===== src/rtl/mem_port_arbiter_pkg.sv =====
// Shared types and constants for the memory-port arbiter: FSM states, owner
// encoding and load/store size codes.
package mem_port_arbiter_pkg;

    typedef enum logic [1:0] {
        IDLE   = 2'd0,
        ACCESS = 2'd1,
        RESP   = 2'd2
    } state_t;

    typedef enum logic {
        OWN_IF = 1'b0,
        OWN_LS = 1'b1
    } owner_t;

    localparam logic [1:0] SIZE_BYTE  = 2'b01;
    localparam logic [1:0] SIZE_DWORD = 2'b11;

    // Only the exact byte code narrows an access; every other code is a doubleword.
    function automatic logic is_byte(input logic [1:0] size);
        return size == SIZE_BYTE;
    endfunction

endpackage


===== src/rtl/mem_port_arbiter_rr_arb2.sv =====
// Two-requester round-robin picker. req[0] is instruction fetch, req[1] is
// load/store. On a tie the requester that did not own the port last time wins.
module rr_arb2
    import mem_port_arbiter_pkg::*;
(
    input  logic [1:0] req,
    input  owner_t     last_owner,
    output logic [1:0] grant,
    output logic       valid
);

    always_comb begin
        grant = 2'b00;
        valid = |req;
        if (req == 2'b11) begin
            grant = (last_owner == OWN_IF) ? 2'b10 : 2'b01;
        end else begin
            grant = req;
        end
    end

endmodule


===== src/rtl/mem_port_arbiter.sv =====
// Shares one memory port between fetch and load/store through an IDLE/ACCESS/RESP
// sequence. Define MEM_TIMEOUT_EN to add the wait-state limit and the bus_err port.
module mem_port_arbiter
    import mem_port_arbiter_pkg::*;
#(
    parameter int ADDR_W         = 64,
    parameter int DATA_W         = 64,
    parameter int TIMEOUT_CYCLES = 255
) (
    input  logic              clk,
    input  logic              rst_n,
    input  logic              if_req,
    input  logic [ADDR_W-1:0] if_addr,
    output logic              if_gnt,
    output logic              if_done,
    output logic [DATA_W-1:0] if_rdata,
    input  logic              ls_req,
    input  logic              ls_we,
    input  logic [1:0]        ls_size,
    input  logic [ADDR_W-1:0] ls_addr,
    input  logic [DATA_W-1:0] ls_wdata,
    output logic              ls_gnt,
    output logic              ls_done,
    output logic [DATA_W-1:0] ls_rdata,
    output logic              mem_cs,
    output logic              mem_we,
    output logic [1:0]        mem_size,
    output logic [ADDR_W-1:0] mem_addr,
    output logic [DATA_W-1:0] mem_wdata,
    input  logic [DATA_W-1:0] mem_rdata,
    input  logic              mem_ready,
    output logic              busy
`ifdef MEM_TIMEOUT_EN
    , output logic            bus_err
`endif
);

    if (DATA_W < 8 || TIMEOUT_CYCLES < 1) begin : g_param_check
        $error("mem_port_arbiter: DATA_W must be >= 8 and TIMEOUT_CYCLES >= 1");
    end

    state_t state, state_nx;
    owner_t owner, last_owner, pick;
    logic [1:0] arb_grant;
    logic arb_valid;
    logic start;
    logic timeout_hit;
    logic [DATA_W-1:0] rd_fmt;

    rr_arb2 u_arb (
        .req        ({ls_req, if_req}),
        .last_owner (last_owner),
        .grant      (arb_grant),
        .valid      (arb_valid)
    );

    assign pick  = arb_grant[1] ? OWN_LS : OWN_IF;
    assign start = (state == IDLE) && arb_valid;
    assign rd_fmt = (mem_size == SIZE_BYTE) ? DATA_W'(mem_rdata[7:0]) : mem_rdata;

    always_ff @(posedge clk or negedge rst_n) begin
        if (!rst_n) state <= IDLE;
        else        state <= state_nx;
    end

    always_comb begin
        state_nx = state;
        case (state)
            IDLE:    if (arb_valid) state_nx = ACCESS;
            ACCESS:  if (mem_ready || timeout_hit) state_nx = RESP;
            RESP:    state_nx = IDLE;
            default: state_nx = IDLE;
        endcase
    end

    assign mem_cs  = (state == ACCESS);
    assign if_gnt  = mem_cs && (owner == OWN_IF);
    assign ls_gnt  = mem_cs && (owner == OWN_LS);
    assign if_done = (state == RESP) && (owner == OWN_IF);
    assign ls_done = (state == RESP) && (owner == OWN_LS);
    assign busy    = (state != IDLE);

    // Request fields are latched once at arbitration so memory sees stable values
    // for every wait state regardless of what the requesters do meanwhile.
    always_ff @(posedge clk or negedge rst_n) begin
        if (!rst_n) begin
            owner      <= OWN_IF;
            last_owner <= OWN_LS;
            mem_we     <= 1'b0;
            mem_size   <= 2'b00;
            mem_addr   <= '0;
            mem_wdata  <= '0;
            if_rdata   <= '0;
            ls_rdata   <= '0;
        end else begin
            if (start) begin
                owner      <= pick;
                last_owner <= pick;
                if (pick == OWN_IF) begin
                    mem_we    <= 1'b0;
                    mem_size  <= SIZE_DWORD;
                    mem_addr  <= if_addr;
                    mem_wdata <= '0;
                end else begin
                    mem_we    <= ls_we;
                    mem_size  <= ls_size;
                    mem_addr  <= ls_addr;
                    mem_wdata <= is_byte(ls_size) ? DATA_W'(ls_wdata[7:0]) : ls_wdata;
                end
            end
            if (state == ACCESS) begin
                if (mem_ready) begin
                    if (owner == OWN_IF) if_rdata <= rd_fmt;
                    else                 ls_rdata <= rd_fmt;
                end else if (timeout_hit) begin
                    if (owner == OWN_IF) if_rdata <= '0;
                    else                 ls_rdata <= '0;
                end
            end
        end
    end

`ifdef MEM_TIMEOUT_EN
    localparam int CNT_W = $clog2(TIMEOUT_CYCLES + 1);

    logic [CNT_W-1:0] to_cnt;
    logic to_err;

    // The limit fires on the cycle that would make the count equal TIMEOUT_CYCLES.
    assign timeout_hit = (state == ACCESS) && !mem_ready &&
                         (to_cnt == CNT_W'(TIMEOUT_CYCLES - 1));
    assign bus_err     = (state == RESP) && to_err;

    always_ff @(posedge clk or negedge rst_n) begin
        if (!rst_n) begin
            to_cnt <= '0;
            to_err <= 1'b0;
        end else if (start) begin
            to_cnt <= '0;
            to_err <= 1'b0;
        end else if ((state == ACCESS) && !mem_ready) begin
            to_cnt <= to_cnt + 1'b1;
            if (timeout_hit) to_err <= 1'b1;
        end
    end
`else
    assign timeout_hit = 1'b0;
`endif

endmodule


===== config.mk =====
export PLATFORM = sky130hd
export DESIGN_NAME = mem_port_arbiter
export DESIGN_NICKNAME = d
export VERILOG_FILES = /design/src/rtl/mem_port_arbiter_pkg.sv /design/src/rtl/mem_port_arbiter_rr_arb2.sv /design/src/rtl/mem_port_arbiter.sv
export SDC_FILE = /design/constraint.sdc
export NUM_CORES = 1
export LEC_CHECK = 0
export BUFFER_PORTS_ARGS = -buffer_cell sky130_fd_sc_hd__buf_4
export CAP_MARGIN = 20
export CORE_AREA = 10 10 196 198
export CTS_CLUSTER_SIZE = 8
export DETAILED_ROUTE_END_ITERATION = 16
export DIE_AREA = 0 0 206 208
export GPL_TIMING_DRIVEN = 0
export SETUP_SLACK_MARGIN = 0.5
export SLEW_MARGIN = 20
export SYNTH_ARGS = -nofsm -noshare
export SYNTH_HDL_FRONTEND = slang
export SYNTH_SLANG_ARGS = --single-unit

===== constraint.sdc =====
create_clock -name clk -period 1.9 [get_ports clk]
set_clock_uncertainty 0.2 [all_clocks]
set_input_delay 0.19 -clock clk [delete_from_list [all_inputs] [get_ports clk]]
set_output_delay 0.19 -clock clk [all_outputs]
set_load 0.02 [all_outputs]

======== Yosys cells after proc, flatten, opt, wreduce, memory -nomap -nowiden ========
Index checks and enable logic that the tools add are counted.
operators by class
  bitwise logic cells ..................... 1
  equal/unequal tests ..................... 7
  multiplexer cells ....................... 12
  reduce and logical (&&, ||, !) cells .... 11
operators with widths
  operator                                               number
  2-to-1 mux 64 bit                                      4
  2-to-1 mux 2 bit                                       5
  equality test 2 x 1 -> 1 bit, second input constant    3
  AND reduction 3 bit                                    2
  logical AND 1 bit                                      5
  equality test 2 bit, second input constant             2
  case mux 2 bit (2 select lines)                        1
  zero test 2 bit                                        1
  2-to-1 mux 1 bit                                       2
  inequality test 2 x 1 -> 1 bit, second input constant  1
  inequality test 2 bit, second input constant           1
  AND reduction 2 bit                                    1
  nonzero test 2 bit                                     1
  OR reduction 2 bit                                     1
  NOT 1 bit                                              1
storage, ports and cells
  input bits .............................. 264
  bits in registers ....................... 263
  output and inout bits ................... 265
  word-level logic and storage cells ...... 40

======== Logic depth before layout (Yosys ltp) ========
  depth in word-level cells ............... 4
  depth in mapped cells ................... 7
  mapped depth without buffers ............ 3

======== Cells and area by module ========
Synthesis repeated with hierarchy kept, for this count alone.
second synthesis, totals
  cells, all modules ...................... 1,055
  area, all modules ....................... 10,632.7 µm²
modules (own cells, without submodules)
  module            cells an instance  instances  area an instance (µm²)
  mem_port_arbiter  1,051              1          10,607.7
  rr_arb2           4                  1          25.0

======== Worst setup path after synthesis ========
OpenSTA, ideal clock, no wires.
  path kind ............................... reg-to-reg
  start ................................... register state[0]
  end ..................................... register mem_addr[25]
  buffers on the path ..................... 3
  arrival time ............................ 1,707 ps
  setup slack ............................. -132 ps
  cell stages (with the launch flop) ...... 7
  period minus slack after synthesis ...... 2,032 ps
  library setup time ...................... 125 ps
  cell sequence ........................... dfrtp_1 > or2_1 > clkbuf_1 > nor2_1 > buf_2 > buf_4 > mux2_2
on the way
  word-level cells in the longest chain between the ends .. 2
RTL lines
  what                    RTL line                 RTL
  from (decl)             mem_port_arbiter.sv:42   state_t state, state_nx;
  from (signal assigned)  mem_port_arbiter.sv:63   else state <= state_nx;
  zero test 2 bit         mem_port_arbiter.sv:58   assign start = (state == IDLE) && arb_valid;
  logical AND 1 bit       mem_port_arbiter.sv:58
  to (signal assigned)    mem_port_arbiter.sv:102  mem_addr <= if_addr;
  to (signal assigned)    mem_port_arbiter.sv:107  mem_addr <= ls_addr;
  to (decl)               mem_port_arbiter.sv:28   output logic [ADDR_W-1:0] mem_addr,
No other way between the ends.
A chain may end at the register's enable or synchronous reset.

======== Final worst setup path ========
  start ................................... register last_owner
  end ..................................... register mem_addr[63]
on the way
  word-level cells in the longest chain between the ends .. 4
RTL lines
  what                    RTL line                        RTL
  from (decl)             mem_port_arbiter.sv:43          owner_t owner, last_owner, pick;
  from (signal assigned)  mem_port_arbiter.sv:98          last_owner <= pick;
  2-to-1 mux 2 bit        mem_port_arbiter_rr_arb2.sv:16  grant = (last_owner == OWN_IF) ? 2'b10 : 2'b01;
  2-to-1 mux 2 bit        mem_port_arbiter_rr_arb2.sv:15  if (req == 2'b11) begin
  2-to-1 mux 1 bit        mem_port_arbiter.sv:57          assign pick = arb_grant[1] ? OWN_LS : OWN_IF;
  2-to-1 mux 64 bit       mem_port_arbiter.sv:99          if (pick == OWN_IF) begin
No other way between the ends.

==> impl_results.md <==
- Finished Layout Cells: about 2,300
- Starting Density: between 30% and 40%
- Wire per inst: around 25 um
- Crit path DAT: 2.22 ns
- Clk_lat worst skew: 0.51 ns
- Hold_buf cts: 260
- Iter 0 DRT Violations: ~430
- F_max: approximately 500 MHz
- Sequential element share of the synthesized area: between 60 and 70%
- Post-Syn Instances: roughly 840
- H-tree depth: 2
- DIE WIDTH: between 200 and 250 um
- # rows: 68
- HP Class: primary input to async pin
- Post-Syn Area: 10,400 um2
- First-pass GRT wire length: roughly 75,000 um
- Max-slew violation count: 0
- R2R setup slack: -0.14 ns
- TritonRoute pass-1 iters: 4
- Via count: around 11,000
- Critical path, cell by cell: a21bo_4 -> buf_12 -> buf_4 -> mux2_2 -> mux2_2
- Fin Hold WS: -0.603 ns
- Area contributors post-synth: dfrtp_1 (63%), mux2_2 (16%), nand2_1 (6.1%)
- Vias in the first global route: about 12,000
- Leakage power: between 10 and 15 nW
- Core area: approximately 34,000 um2
- Required @ worst endpoint: about 2.1 ns
- Cell taking the most area after synthesis: dfrtp_1
- Worst path slowest cell: dfstp_2
- CTS clk-pin slew, worst paths: around 0.06 ns
- Nature of the critical path endpoint: flop
- Post-DP HPWL: roughly 33,000 um
- Kind of critical path: flop to flop
- Yosys Warn Count: 0
- # setup viols final: ~120
- TritonCTS clock tree: yes
- Sink Count: roughly 260
- Measured slew at the worst slew-check pin: 0.520 ns
- Root buf cell: clkbuf_16
- Total chip power: just under 40 mW
- Max VDD drop: approximately 1100 uV
- RSZ-0062 raised after global routing: true
- Pre-CTS setup slack: -0.339 ns
- Minimum clock period: roughly 2 ns
- Die Span Y: between 200 and 250 um
- Failing checks: negative hold slack, negative setup slack
- Slew headroom: around 65%
- Detail Route Antenna Nets: 0
- Post-synthesis cell type count: 25
- TritonCTS buffer count: 39
- Synth-to-layout area growth: 122%
- Full die area: about 43,000 um2
- Port bufs: about 530
- Pwr per Cell Area: approximately 1700 nW/um2
- Drt total wl: ~57,000 um
- Outcome: finished, violations left
- Critical path's largest stage delay: 0.57 ns
- Fin crit share: 107%
- Syn Area/Cell: roughly 12 um2
- Crit Path Max Fanout: 8
- Gpl congestion: ~0.83
- CP top delay family: multiplexers
- Aggregate global-route resource usage: 22.7%
- Layout cells sized above 1: roughly 62%
- Most common cell after layout, fill and taps aside: buf_4
- Final worst slack: -0.139 ns
- Fin util: between 60% and 70%
- Initial antenna violation count: 7
- Commonest cells after routing, fill and taps aside: buf_4 (466), dlygate4sd3_1 (260), dfrtp_1 (260)
- CP Launch Type: flop
- Final nets: around 2,100
- Placed cells: between 1,500 and 2,000
- Worst-case clock buffer depth: 3
- Max Cap Viol: 0
- Crit path buf inv count: 2
- Critical Path Most Common Cell: mux2_2
- Top cell type's share of synthesized area: between 60% and 70%
- Largest net degree at the start of global routing: 85
- GRT overflow: 0
- DRC viols: 0
- Yosys reg bits: 263
- Number of vias per cell: between 4 and 5
- I/O pins: around 530
- Post-synthesis net count: 1,102
- Hold Fails Final Rpt: between 150 and 200
[registers in the layout, summed over array words and instances (netlist names)]
name,count
if_rdata,64
owner,1
ls_rdata,64
state,2
mem_addr,64
mem_size,2
mem_we,1
last_owner,1
mem_wdata,64
[cells in the mapped netlist]
| master | count |
|---|---|
| dfrtp_1 | 262 |
| nand2_1 | 168 |
| mux2_2 | 144 |
| o21ai_0 | 113 |
| a22o_1 | 65 |
| clkbuf_1 | 36 |
| buf_2 | 18 |
| buf_4 | 4 |
| nor2_1 | 4 |
| buf_6 | 3 |
| or2_1 | 3 |
| a21o_1 | 2 |
| and2_1 | 2 |
| nand2b_1 | 2 |
| o22a_1 | 2 |
| a21bo_2 | 1 |
| and3b_1 | 1 |
| buf_1 | 1 |
| dfstp_2 | 1 |
| inv_1 | 1 |
| nand4b_1 | 1 |
| nand4bb_1 | 1 |
| nor2b_1 | 1 |
| nor3_1 | 1 |
| nor3b_1 | 1 |
[final cells by class]
class,count,area (um2)
fillers,2260,11300
repair buffers,957,9100
flip-flops and latches,263,6590
multi-input cells,512,4690
plain buffers,62,1060
clock buffers,50,1040
well taps,455,569
clock inverters,3,33.8
diodes,6,15.0
inverters,1,6.26
[worst paths after layout]
path | start | end | depth (start not counted)
worst max-delay path | last_owner | mem_addr[63] | 5
worst min-delay path | rst_n | mem_wdata[55] | 1
worst max register to register | last_owner | mem_addr[63] | 5
worst min register to register | if_rdata[8] | if_rdata[8] | 2
max in group asynchronous | rst_n | mem_addr[53] | 3
min in group clk | ls_req | mem_addr[4] | 5
[worst register-to-register path, cell delays in order (launching register included)]
cell and delay (ns):
dfstp_2 0.57, a21bo_4 0.20, buf_12 0.17, buf_4 0.15
mux2_2 0.35, mux2_2 0.26
[per-layer routing]
layer  track usage [%]  vias up  share of wire [%]
met5                 0        -              0.019
met1              25.1     5705                 36
li1                  -     4951                  -
met4              10.5        2                5.1
met3              7.49      176                8.3
met2              38.5      573                 51
[timing repair]
| action | in CTS | in global routing |
|---|---|---|
| hold endpoints to repair | 455 | 185 |
| gates cloned | 30 | 3 |
| endpoints found under the setup margin | 527 | 527 |
| setup buffers | 31 | 102 |
| pin swaps | 111 | 74 |
| gates resized for setup | 315 | 412 |
[report_power, final]
part	leakage [nW]	internal (mW)	switching, mW
logic	7.57	11.6	10.5
clock network	0.520	3.79	2.54
registers	3.28	8.28	2.20
total	11.4	23.7	15.2
[metrics by stage]
stage	TNS [ns]	cell area [um2]
2_1_floorplan	0	10600
3_3_place_gp	-497.03	15200
3_5_place_dp	-27.98	15200
4_1_cts	-10.28	20800
5_1_grt	-12.78	23100
6_report	-7.72	23100
[logic make-up (layout without fill, tap and decap cells)]
kind of cell / Yosys count / in the layout / share of synthesized area, %
muxes: 144 / 144 / 15.6
DFF: 263 / 263 / 63.2
and+or+nand+nor: 185 / 185 / 7.08
AOI/OAI and AO/OA: 183 / 183 / 11.3
buffers and inverters: 63 / 1073 / 2.85
other: 0 / 6 / 0
Power figures use the tool's default switching activity.
